File: src/rtl/brq_regfile_mp.sv
// brq_regfile_mp: multi-port integer register file for the BURAQ pipeline.
// It has NUM_RD combinational read ports and NUM_WR write ports, with an optional
// write-to-read bypass. A pending-write scoreboard tracks out-of-order writeback,
// a registered debug read port serves external tools, and a fixed tap exposes
// one register to the board.
//
// Debug handshake: the port has no ready signal, so a request is accepted on every
// edge where dbg_req=1. For each accepted request, dbg_valid is high for exactly the
// next cycle, with dbg_data carrying the pre-write value of reg[dbg_addr]. dbg_data
// holds its last value while dbg_valid is low.
module brq_regfile_mp #(
    parameter int                DATA_W   = 32,
    parameter int                ADDR_W   = 5,
    parameter int                NUM_RD   = 2,
    parameter int                NUM_WR   = 1,
    parameter int                SP_IDX   = 2,
    parameter logic [DATA_W-1:0] SP_RESET = 32'h00000200,
    parameter int                BYPASS   = 1,
    parameter int                TAP_IDX  = 15
) (
    input  logic                     brq_clk,
    input  logic                     brq_rst_n,
    input  logic [NUM_RD*ADDR_W-1:0] rd_addr,
    output logic [NUM_RD*DATA_W-1:0] rd_data,
    output logic [NUM_RD-1:0]        rd_busy,
    input  logic [NUM_WR-1:0]        wr_en,
    input  logic [NUM_WR*ADDR_W-1:0] wr_addr,
    input  logic [NUM_WR*DATA_W-1:0] wr_data,
    input  logic                     rsv_en,
    input  logic [ADDR_W-1:0]        rsv_addr,
    output logic [(2**ADDR_W)-1:0]   busy_vec,
    input  logic                     dbg_req,
    input  logic [ADDR_W-1:0]        dbg_addr,
    output logic                     dbg_valid,
    output logic [DATA_W-1:0]        dbg_data,
    output logic [DATA_W-1:0]        reg_tap
);

    localparam int DEPTH = 2**ADDR_W;

    logic [DATA_W-1:0] regs   [DEPTH];
    logic [DEPTH-1:0]  busy_q;
    logic [DEPTH-1:0]  wr_hit;
    logic [DATA_W-1:0] wr_val [DEPTH];

    // Decode this cycle's writes per register. Later ports overwrite earlier ones,
    // so the highest-numbered port wins a collision. Index 0 is never hit.
    always_comb begin
        wr_hit = '0;
        for (int n = 0; n < DEPTH; n++) begin
            wr_val[n] = '0;
        end
        for (int k = 0; k < NUM_WR; k++) begin
            if (wr_en[k]) begin
                wr_hit[wr_addr[k*ADDR_W +: ADDR_W]] = 1'b1;
                wr_val[wr_addr[k*ADDR_W +: ADDR_W]] = wr_data[k*DATA_W +: DATA_W];
            end
        end
        wr_hit[0] = 1'b0;
    end

    // Register storage. Reset loads the stack pointer value; register 0 stays zero.
    always_ff @(posedge brq_clk or negedge brq_rst_n) begin
        if (!brq_rst_n) begin
            for (int n = 0; n < DEPTH; n++) begin
                regs[n] <= (n == SP_IDX) ? SP_RESET : '0;
            end
        end else begin
            for (int n = 1; n < DEPTH; n++) begin
                if (wr_hit[n]) begin
                    regs[n] <= wr_val[n];
                end
            end
        end
    end

    // Pending-write scoreboard. A new reservation beats a same-cycle writeback.
    always_ff @(posedge brq_clk or negedge brq_rst_n) begin
        if (!brq_rst_n) begin
            busy_q <= '0;
        end else begin
            busy_q[0] <= 1'b0;
            for (int n = 1; n < DEPTH; n++) begin
                if (rsv_en && (rsv_addr == ADDR_W'(n))) begin
                    busy_q[n] <= 1'b1;
                end else if (wr_hit[n]) begin
                    busy_q[n] <= 1'b0;
                end
            end
        end
    end

    assign busy_vec = busy_q;
    assign reg_tap  = regs[TAP_IDX];

    // Read ports: stored value, or forwarded write data when bypass is enabled.
    // A forwarded register is no longer reported busy.
    for (genvar g = 0; g < NUM_RD; g++) begin : g_rd
        logic [ADDR_W-1:0] ra;
        logic              fwd;
        assign ra  = rd_addr[g*ADDR_W +: ADDR_W];
        assign fwd = (BYPASS != 0) && wr_hit[ra];
        assign rd_data[g*DATA_W +: DATA_W] = (ra == '0) ? '0 :
                                             fwd        ? wr_val[ra] : regs[ra];
        assign rd_busy[g] = (ra != '0) && busy_q[ra] && !fwd;
    end

    // Debug read: sample the pre-write value and pulse valid for one cycle.
    always_ff @(posedge brq_clk or negedge brq_rst_n) begin
        if (!brq_rst_n) begin
            dbg_valid <= 1'b0;
            dbg_data  <= '0;
        end else begin
            dbg_valid <= dbg_req;
            if (dbg_req) begin
                dbg_data <= (dbg_addr == '0) ? '0 : regs[dbg_addr];
            end
        end
    end

endmodule
File: config.mk
export PLATFORM = sky130hd
export DESIGN_NAME = brq_regfile_mp
export DESIGN_NICKNAME = d
export VERILOG_FILES = /design/src/rtl/brq_regfile_mp.sv
export SDC_FILE = /design/constraint.sdc
export NUM_CORES = 2
export LEC_CHECK = 0
export BUFFER_PORTS_ARGS = -buffer_cell sky130_fd_sc_hd__buf_2
export CAP_MARGIN = 30
export CORE_ASPECT_RATIO = 2
export CORE_UTILIZATION = 35
export DETAILED_ROUTE_END_ITERATION = 8
export GPL_TIMING_DRIVEN = 0
export PLACE_DENSITY = 0.49
export SYNTH_ARGS = -nofsm -noshare
export SYNTH_HDL_FRONTEND = slang
export SYNTH_SLANG_ARGS = --single-unit
File: constraint.sdc
create_clock -name brq_clk -period 2.3 [get_ports brq_clk]
set_clock_uncertainty 0.05 [all_clocks]
set_input_delay 0.23 -clock brq_clk [delete_from_list [all_inputs] [get_ports brq_clk]]
set_output_delay 0.23 -clock brq_clk [all_outputs]
set_load 0.05 [all_outputs]
==> impl_metrics.env <==
export IMPL_die_x_microns=310
export IMPL_cts_max_level=3
export IMPL_startpoint="reg_tap[31]$_DFFE_PN0N_"
export IMPL_async_flop_share_pct=100
export IMPL_rows=226
export IMPL_fill_cells=17300
export IMPL_holdPathEnd="regs[34]$_DFFE_PN0N_"
export IMPL_regArea_sq_um=26500
export IMPL_crit_required_ns=2.02
export IMPL_antenna_found_initial=60
export IMPL_viasPerCell=7.44
export IMPL_drc=0
export IMPL_synth_area_leaders="dfrtp_1 40%, mux4_2 27%, mux2_2 16%"
export IMPL_rr_endpoint="dbg_data[26]$_DFFE_PN0P_"
export IMPL_seqPwrFrac_pct=36.4
export IMPL_drive_above_1_share_pct=59.2
export IMPL_area_growth_pct=28.8
export IMPL_yosysTopAreaCellShare_pct=39.7
export IMPL_grt_overflow_total=0
export IMPL_synth_main_ff_cell="dfrtp_1"
export IMPL_vias=60900
export IMPL_clk_pin_slew_ns=0.07
export IMPL_synth_nets=4841
export IMPL_multi_input_area_sq_um=39800
export IMPL_whs_path_depth=2
export IMPL_switching_share_pct=36.9
export IMPL_clkPwrFrac_pct=28.5
export IMPL_critPathArrivalTime_ns=3.21
export IMPL_ir_worst_vdd_uv=606
export IMPL_post_synth_top_count_cell="dfrtp_1"
export IMPL_clock_sinks=1056
export IMPL_internal_power_w=0.0454
export IMPL_drt_initial_drc_count=9186
export IMPL_cp_max_fo=2
export IMPL_finalSetupTns_ns=-105.12
export IMPL_syn_inst=4779
export IMPL_relSlewSlack_pct=21.5
export IMPL_violations="negative setup slack"
export IMPL_final_area_sq_um=85800
export IMPL_routedWlPerCell_microns=59.3
export IMPL_syn_cell_area_sq_um=66600
export IMPL_nets=5581
export IMPL_gp_congestion=1.09
export IMPL_cts_root_buf="clkbuf_16"
export IMPL_clk_path_buf_depth=3
export IMPL_fin_crit_ns=3.49
export IMPL_ys_ff_latch=1056
export IMPL_synth_area_per_cell_sq_um=13.9
export IMPL_p_leak_nw=35.3
export IMPL_hold_ws_ns=0.0282
export IMPL_coreArea_sq_um=189000
export IMPL_grt_pass1_wl_mm=624
export IMPL_dr_pass1_iters=8
export IMPL_critPathKind="reg -> out"
export IMPL_die_height_microns=619
export IMPL_startpoint_type="register"
export IMPL_rsz0062_at_grt="true"
export IMPL_status="complete, but fails checks"
export IMPL_drv_cap=0
export IMPL_cts_tree="done"
export IMPL_start_util_pct=35.2
export IMPL_placed_cell_area_sq_um=73800
export IMPL_first_global_vias=58300
export IMPL_grt_max_degree=143
export IMPL_dieArea_sq_um=192000
export IMPL_io_buffers=211
export IMPL_ys_seq_area_share_pct=39.7
export IMPL_synth_warnings=32
export IMPL_drtAntennaViolNets=0
export IMPL_io_pins=225
export IMPL_setup_viol=423
export IMPL_synth_edf_count=0
export IMPL_worstHoldPathType="in -> reg"
export IMPL_hold_start="wr_data[2]"
export IMPL_r2r_slack_ns=-0.23
export IMPL_dp_hpwl_mm=343
export IMPL_fin_ws_ns=-1.19
export IMPL_r2r_start="regs[154]$_DFFE_PN0N_"
export IMPL_finalPower_w=0.0720
export IMPL_yosys_cell_types_count=79
export IMPL_finalCritPeriodShare_pct=152
export IMPL_synthTopCellsByCount="1055 x dfrtp_1, 951 x mux2_2, 798 x mux4_2, 250 x nand2_1, 249 x clkbuf_1"
export IMPL_p_per_area_nw_per_um2=839
export IMPL_clock_latency_ns=0.81
export IMPL_power_switching_w=0.0266
export IMPL_numCtsBuffers=108
export IMPL_hold_viol=0
export IMPL_globalRouteTotalUtil_pct=51.1
export IMPL_worstMarginPinSlew_ns=1.18
export IMPL_cp_end_kind="output pin"
export IMPL_routed_wl_mm=486
export IMPL_yosysTopAreaCell="dfrtp_1"
export IMPL_fmax_mhz=286
export IMPL_power_frac_comb_pct=35.1
export IMPL_r2r_cells=5
export IMPL_final_max_slew_viol_count=0
## cell families after synthesis
group                  share of synthesized area (%)
buffers and inverters                           4.71
flip-flops                                      39.7
AO/OA/AOI/OAI                                   6.42
multiplexers                                    45.0
other                                        0.00563
AND/OR/NAND/NOR                                 3.96
XOR/XNOR                                       0.179
## critical path, stage by stage, from the launching register on
cell and delay (ns):
dfrtp_2 0.42, mux4_2 0.53, mux4_2 0.61, nor2b_1 0.18
a311o_2 0.44, buf_6 0.20
## area by class of cell
type                            count  share of cell area [%]
Multi-Input combinational cell   3073                    46.5
Sequential cell                  1056                    30.9
Timing Repair Buffer              639                    7.96
Buffer                            569                    5.95
Tap cell                         2508                    3.66
Clock buffer                      141                    3.49
Clock inverter                     62                    1.07
Inverter                           72                   0.362
Antenna cell                       67                   0.195
## worst max-delay path by stage
| stage | slack, ns | endpoint |
|---|---|---|
| 2_1_floorplan | -0.12 | rd_data[10] |
| 3_3_place_gp | -24.21 | regs[28]$_DFFE_PN0N_ |
| 3_5_place_dp | -2.83 | rd_data[17] |
| 4_1_cts | -1.11 | rd_data[31] |
| 5_1_grt | -1.17 | rd_data[37] |
| 6_report | -1.19 | rd_data[31] |
## timing repair
action                                  in CTS  in global routing
pin swaps                                  114                 66
hold buffers                                32                  1
resized for setup                          998                201
hold endpoints to repair                   227                356
setup buffers                              176                 87
endpoints found under the setup margin     915                282
cloned                                       4                  4
## registers in the layout (all words and copies together) (netlist names)
register   cells
busy_vec      31
regs         960
reg_tap       32
dbg_valid      1
dbg_data      32
## placed cells by master (no fill, tap or decap), types with 52 or more instances in the layout
| master | count |
|---|---|
| inv_1 | 66 |
| buf_12 | 87 |
| buf_4 | 312 |
| buf_8 | 122 |
| o21ai_0 | 163 |
| mux2i_1 | 52 |
| clkbuf_16 | 121 |
| clkbuf_1 | 167 |
| buf_16 | 54 |
| buf_2 | 200 |
| mux2_2 | 939 |
| nand2_1 | 235 |
| dfrtp_1 | 1027 |
| mux4_2 | 798 |
| diode_2 | 67 |
| buf_6 | 136 |
| nor2_1 | 75 |
## routing by layer
metal / vias up / GRT usage [%] / wire length (microns)
met2: 6018 / 73.5 / 210000
met1: 31800 / 50.8 / 148000
li1: 20500 / - / -
met4: 23 / 56.1 / 68500
met3: 2659 / 24.4 / 57800
met5: - / 3.77 / 691
## per-stage QoR
step / setup slack [ns] / instances / utilization, %
after floorplan: -0.122 / 4779 / -
after global placement: -24.21 / 7498 / 37.8
after detailed placement: -2.83 / 7619 / 39.0
after CTS: -1.11 / 8028 / 44.3
after global routing: -1.17 / 8139 / 45.3
final: -1.19 / 8187 / 45.3
## power groups by stage
stage	Clock (W)	Sequential, W	Combinational, W
finish	0.0205	0.0262	0.0253
global route	0.0210	0.0265	0.0255
detailed placement	0	0.0264	0.0214
CTS	0.0205	0.0259	0.0238
floorplan	0	0.0257	0.0132
global placement	0	0.0261	0.0209
No activity file was read; power rests on OpenSTA's default activity.
